**config.mk**
```make
export PLATFORM = sky130hd
export DESIGN_NAME = vic_sched
export DESIGN_NICKNAME = d
export VERILOG_FILES = /design/src/rtl/vic_sched.sv
export SDC_FILE = /design/constraint.sdc
export NUM_CORES = 1
export LEC_CHECK = 0
export BUFFER_PORTS_ARGS = -buffer_cell sky130_fd_sc_hd__buf_2
export CORE_ASPECT_RATIO = 0.7
export CORE_MARGIN = 2
export CORE_UTILIZATION = 50
export CTS_CLUSTER_DIAMETER = 30
export CTS_CLUSTER_SIZE = 40
export DETAILED_ROUTE_END_ITERATION = 7
export PLACE_DENSITY = 0.89
export SLEW_MARGIN = 30
export SYNTH_ARGS = -nofsm -noshare
export SYNTH_HDL_FRONTEND = slang
export SYNTH_SLANG_ARGS = --single-unit
```
**constraint.sdc**
```tcl
create_clock -name i_clk -period 2.9 [get_ports i_clk]
set_input_delay 0.58 -clock i_clk [delete_from_list [all_inputs] [get_ports i_clk]]
set_output_delay 0.58 -clock i_clk [all_outputs]
set_load 0.02 [all_outputs]
```
**src/rtl/vic_sched.sv**
```systemverilog
// Priority scheduler and CPU handshake controller for the VICtor interrupt controller.
// Picks the highest-priority unmasked pending source, raises a level request with its vector,
// and keeps a stack of in-service priorities so only strictly higher priorities can preempt.
module vic_sched #(
  parameter int unsigned NSRC   = 31,
  parameter int unsigned PRIO_W = 2,
  parameter int unsigned DEPTH  = 4
) (
  input  logic                     i_clk,
  input  logic                     i_rst,
  input  logic                     i_en,
  input  logic [NSRC-1:0]          i_pend,
  input  logic [NSRC-1:0]          i_mask,
  input  logic [NSRC*PRIO_W-1:0]   i_prio,
  input  logic                     i_ack,
  input  logic                     i_eoi,
  output logic                     o_IRQ,
  output logic [4:0]               o_irq_addr,
  output logic [NSRC-1:0]          o_clr,
  output logic [2:0]               o_depth,
  output logic                     o_err
);

  localparam int unsigned VecW = 5;
  localparam int unsigned DepW = 3;
  localparam logic [NSRC-1:0] ClrOne = {{(NSRC-1){1'b0}}, 1'b1};

  typedef enum logic [1:0] {StIdle, StReq, StSettle} state_e;

  state_e              state_q, state_d;
  logic [VecW-1:0]     vec_q, vec_d;
  logic [PRIO_W-1:0]   prio_q, prio_d;
  logic [NSRC-1:0]     clr_q, clr_d;
  logic [DepW-1:0]     depth_q, depth_d;
  logic                err_q, err_d;
  // Only priorities are stacked: nothing downstream consumes the in-service vectors.
  logic [PRIO_W-1:0]   stk_q [DEPTH];
  logic [PRIO_W-1:0]   stk_d [DEPTH];

  logic                win_found;
  logic [VecW-1:0]     win_vec;
  logic [PRIO_W-1:0]   win_prio;
  logic [PRIO_W-1:0]   top_prio;
  logic                win_valid;
  logic                full;
  logic                withdraw;
  logic [DepW-1:0]     depth_pop;
  logic                push;

  // Winner search: strict '>' keeps the lowest index on priority ties.
  always_comb begin
    win_found = 1'b0;
    win_vec   = '0;
    win_prio  = '0;
    for (int s = 0; s < int'(NSRC); s++) begin
      if (i_pend[s] && !i_mask[s] &&
          (!win_found || i_prio[s*PRIO_W +: PRIO_W] > win_prio)) begin
        win_found = 1'b1;
        win_vec   = VecW'(s);
        win_prio  = i_prio[s*PRIO_W +: PRIO_W];
      end
    end
  end

  // Priority of the current top-of-stack entry (don't care when empty).
  always_comb begin
    top_prio = '0;
    for (int i = 0; i < int'(DEPTH); i++) begin
      if (DepW'(i + 1) == depth_q) top_prio = stk_q[i];
    end
  end

  assign win_valid = win_found && ((depth_q == '0) || (win_prio > top_prio));
  assign full      = (depth_q == DepW'(DEPTH));
  assign withdraw  = !i_en || !i_pend[vec_q] || i_mask[vec_q];

  // Next-state: handshake FSM plus stack update (pop applied before push).
  always_comb begin
    state_d   = state_q;
    vec_d     = vec_q;
    prio_d    = prio_q;
    clr_d     = '0;
    err_d     = err_q;
    stk_d     = stk_q;
    depth_pop = depth_q;
    push      = 1'b0;

    if (i_eoi) begin
      if (depth_q != '0) depth_pop = depth_q - 1'b1;
      else               err_d     = 1'b1;
    end

    unique case (state_q)
      StIdle: begin
        if (i_en && win_valid && !full) begin
          vec_d   = win_vec;
          prio_d  = win_prio;
          state_d = StReq;
        end
      end
      StReq: begin
        // Ack beats a same-cycle withdraw condition.
        if (i_ack) begin
          push    = 1'b1;
          clr_d   = ClrOne << vec_q;
          state_d = StSettle;
        end else if (withdraw) begin
          state_d = StIdle;
        end
      end
      StSettle: state_d = StIdle;
      default:  state_d = StIdle;
    endcase

    depth_d = depth_pop;
    if (push) begin
      for (int i = 0; i < int'(DEPTH); i++) begin
        if (DepW'(i) == depth_pop) stk_d[i] = prio_q;
      end
      depth_d = depth_pop + 1'b1;
    end
  end

  // State registers with asynchronous active-low reset.
  always_ff @(posedge i_clk or negedge i_rst) begin
    if (!i_rst) begin
      state_q <= StIdle;
      vec_q   <= '0;
      prio_q  <= '0;
      clr_q   <= '0;
      depth_q <= '0;
      err_q   <= 1'b0;
      for (int i = 0; i < int'(DEPTH); i++) stk_q[i] <= '0;
    end else begin
      state_q <= state_d;
      vec_q   <= vec_d;
      prio_q  <= prio_d;
      clr_q   <= clr_d;
      depth_q <= depth_d;
      err_q   <= err_d;
      for (int i = 0; i < int'(DEPTH); i++) stk_q[i] <= stk_d[i];
    end
  end

  assign o_IRQ      = (state_q == StReq);
  assign o_irq_addr = vec_q;
  assign o_clr      = clr_q;
  assign o_depth    = depth_q;
  assign o_err      = err_q;

endmodule

```
==> results of run 1 <==
kinds of logic after synthesis:
kind of cell / count (synthesis)
xor+xnor: 2
mux: 24
fa+ha+maj: 50
compound gates: 217
flops: 52
buf+inv: 61
simple gates: 329
stage by stage:
step           instances  util (%)  setup WS, ns
3_5_place_dp        1294      80.9        -32.90
2_1_floorplan        735         -        -30.79
3_3_place_gp        1294      80.9        -30.99
4_1_cts             1444      96.0        -31.28
timing repair:
| item | CTS |
|---|---|
| setup buffers | 143 |
| pin swaps | 126 |
| resized for setup | 94 |
| setup endpoints to repair | 8 |
| endpoints found under the hold margin | 0 |
per-layer routing:
layer	GRT usage [%]	GRT overflow
met1	71.7	1
met2	92.5	7
met3	53.5	1
met4	74.1	12
met5	18.4	1
==> impl_metrics.ini, run 1 <==
[outcome]
lastStage = global routing (5_1_grt)
error = [ERROR GRT-0116] Global routing finished with congestion. Check the congestion regions in the DRC Viewer.
status = aborted with a tool error

[place]
place_area_um2 = 8970
dp_hpwl_um = 18400
gp_congestion = 0.980
port_buffers = 169

[yosys]
synth_flop_cell = dfrtp_1
synth_seq_cells = 52
ys_seq_area_share_pct = 22.7
synthesis.area_um2 = 5720
yosys_warnings = 0
syn_avg_cell_area_um2 = 7.78
syn_inst = 735
synth_mux_area_share_pct = 5.97
synth_top_area_share_pct = 22.7
ys_types = 83
syn_nets = 914
synthAdderAreaFrac_pct = 10.9
yosysMostFrequentCell = nor2_1
synth_top_family_by_area = simple AND/OR/NAND/NOR gates
synthTopCellsByArea = dfrtp_1 (23%), ha_1 (11%), nor2_1 (6.1%), nand2_1 (5.1%), nor2b_1 (4.5%)
synth_compound_area_share_pct = 26.4
synth_edf_count = 0
synth_area_leader_cell = dfrtp_1
async_flop_share_pct = 100
yosys-top-cells-count = nor2_1 (93), nand2_1 (77), dfrtp_1 (52)
synth_simple_gate_area_share_pct = 29.4
yosys.area_share.xor_xnor_pct = 0.306

[grt]
grt_pass1_wl_um = 67500
grt_pass1_vias = 11700
grt_usage_pct = 72.2
overflow = 22
grt_start_max_net_pins = 53

[clock_network]
clock_path_buffers = 2
htreeDepth = 2
clock_sinks = 52
cts_made_buffers = 5
clockRootBuffer = clkbuf_16
holdBufCountCts = 0

[floorplan]
rows = 32
pin_count = 170
initial_core_util_pct = 51.6
die_y_um = 93.5
die-width_um = 132
==> inputs of run 2 (changes only) <==
- CORE_ASPECT_RATIO: 0.7 -> default
- CORE_UTILIZATION: 50 -> 35
- CTS_CLUSTER_DIAMETER: 30 -> default
- CTS_CLUSTER_SIZE: 40 -> default
- PLACE_DENSITY: 0.89 -> default
- PLACE_DENSITY_LB_ADDON: default -> 0.15
==> run 2 against run 1 <==
Against the previous run:
- the flow now finishes, with violations (negative setup slack)
- synthesized area stayed put
- synthesized cell count unchanged
==> impl_metrics.ini, run 2 <==
[grt]
grt_start_max_net_pins = 53
grt_pass1_vias = 7512
overflow = 0
grt_pass1_wl_um = 35900
antenna_found_initial = 0
grt_usage_pct = 24.7

[sta]
post-route-period-util_pct = 1180
fin_crit_ns = 34.18
fmax_mhz = 29.3
max_slew.worst_pin.slew_ns = 0.848
maxSlewViolCount = 0
slew_headroom_pct = 43.4
clock_skew_ns = 0.00532
final-hold-violation-count = 0
finalSetupViolations = 8
fin_tns_setup_ns = -249.41
hold-worst-slack_ns = 0.407
rsz0062_at_grt = yes
layout_setup_ws_ns = -31.28

[route]
vias = 7877
dr.pass1.iters = 5
drc_errors = 0
drt_iter0_markers = 455
drt-vias-per-instance = 5.19
drtAntennaViolNets = 0
wl_per_cell_um = 15.9
wl_um = 24200

[yosys]
synth_top_area_share_pct = 22.7
syn_nets = 914
synth_area_leader_cell = dfrtp_1
syn_avg_cell_area_um2 = 7.78
yosysMostFrequentCell = nor2_1
yosys.area_share.xor_xnor_pct = 0.306
synthTopCellsByArea = dfrtp_1 (23%), ha_1 (11%), nor2_1 (6.1%), nand2_1 (5.1%), nor2b_1 (4.5%)
syn_inst = 735
synth_mux_area_share_pct = 5.97
synth_edf_count = 0
async_flop_share_pct = 100
synth_simple_gate_area_share_pct = 29.4
synthesis.area_um2 = 5720
yosys_warnings = 0
synthAdderAreaFrac_pct = 10.9
yosys-top-cells-count = nor2_1 (93), nand2_1 (77), dfrtp_1 (52)
synth_compound_area_share_pct = 26.4
synth_flop_cell = dfrtp_1
synth_seq_cells = 52
synth_top_family_by_area = simple AND/OR/NAND/NOR gates
ys_seq_area_share_pct = 22.7
ys_types = 83

[floorplan]
pin_count = 170
rows = 46
coreArea_um2 = 15900
initial_core_util_pct = 35.9
fp.dieArea_um2 = 17400
die_y_um = 132
die-width_um = 132

[clock_network]
clock_sinks = 52
clockRootBuffer = clkbuf_16
clk_latency_ns = 0.29
clock_path_buffers = 2
cts_made_buffers = 5
holdBufCountCts = 0
tritoncts = built
htreeDepth = 2
cts.reportedPaths.clkPinSlew_ns = 0.07

[worst_setup_path]
r2r_start = o_depth[0]
crit_arrival_ns = 34.41
critPathMaxFanout = 5
rrSetupSlack_ns = 0.08
end_kind = flop
crit_slowest_cell = o211ai_1
critPathLaunchType = input port
ff2ff_path_depth = 16
cp_data_required_time_ns = 3.13
worst_path_most_repeated_cell = ha_4
cp_slowest_stage_delay_ns = 0.42
regToRegEndpoint = o_irq_addr[0]
critPathKind = input port to flop

[final_layout]
antennaDiodeCount = 0
area_growth_pct = 96.2
final_cells = 1517
largest_register_ffs = 31
final_core_util_pct = 70.4
n_fill_cell = 1224
mostFrequentLayoutCells = buf_4 (391), buf_2 (167), nand2_1 (64)
nets = 1479
drive_gt1_share_pct = 61.4
final_common_cell = buf_4

[worst_hold_path]
hp-class = input port to async pin

[power]
power_density_nw_per_um2 = 715
leakage_uw = 0.00555
ir_drop_mv = 0.361
total_power_uw = 8020

[outcome]
status = finished, violations left
failed_checks = negative setup slack

[place]
dp.cells = 1363
port_buffers = 169
dp_hpwl_um = 16200
gp_congestion = 0.884

[job]
cap_violations = 0
[run 2: cell counts after synthesis]
No cell type changed its count.
[run 2: kinds of logic after synthesis]
| logic type | count (synthesis) |
|---|---|
| AOI/OAI and AO/OA | 217 |
| xor gates and xnor gates | 2 |
| adders and majority gates | 50 |
| buffers and inverters | 61 |
| DFF | 52 |
| muxes | 24 |
| and+or+nand+nor | 329 |
[run 2: worst max-delay path: cells and delay by family]
| family | cells | cell delay (ns) |
|---|---|---|
| and+or+nand+nor | 71 | 8.53 |
| adders and majority gates | 31 | 8.14 |
| AOI/OAI and AO/OA | 87 | 14.40 |
| buffers and inverters | 9 | 1.16 |
| muxes | 6 | 1.56 |
[run 2: timing repair]
| item | in CTS | in global routing |
|---|---|---|
| setup endpoints to repair | 8 | 8 |
| buffers inserted | 112 | 35 |
| pin swaps | 132 | 126 |
| hold endpoints to repair | 0 | 0 |
| resized for setup | 70 | 94 |
| cloned | 1 | 0 |
[run 2: final cells by class]
class                           instances  area (µm²)  area share [%]
Tap cell                              216         270            2.41
Clock buffer                            5         125            1.11
Clock inverter                          3        25.0           0.223
Multi-Input combinational cell        622        5400            48.1
Inverter                               48         180            1.61
Sequential cell                        52        1300            11.6
Timing Repair Buffer                  571        3930            35.0
[run 2: through the flow]
stage | cell area, µm² | setup WS, ns
after floorplan | 6140 | -30.79
after global placement | 9110 | -31.33
after detailed placement | 9110 | -31.82
after CTS | 10500 | -30.24
after global routing | 11200 | -33.00
final | 11200 | -31.28
[run 2: metal layers]
layer	vias up	share of wire (%)	global-route usage, %
li1	3829	-	-
met1	3706	44	33.0
met2	275	49	43.8
met3	67	4.3	2.15
met4	0	2.7	4.89
met5	-	0	0
[run 2: worst max path at each step]
stage,slack (ns),start,to,depth (start not counted)
final,-31.28,i_mask[0],o_irq_addr[0],204
after global routing,-33.00,i_pend[0],o_irq_addr[0],207
after CTS,-30.24,i_pend[0],o_irq_addr[0],203
after detailed placement,-31.82,i_mask[0],prio_q[1],200
after global placement,-31.33,i_mask[0],o_irq_addr[0],202
after floorplan,-30.79,i_pend[0],o_irq_addr[0],203
[run 2: report_power, final]
part / switching, µW / leakage [µW] / total (µW) / internal (µW)
combinational: 2950 / 0.00480 / 6350 / 3390
clock: 271 / 0.0000708 / 597 / 326
sequential: 219 / 0.000686 / 1080 / 859
total: 3440 / 0.00555 / 8020 / 4580
Power figures use the tool's default switching activity.
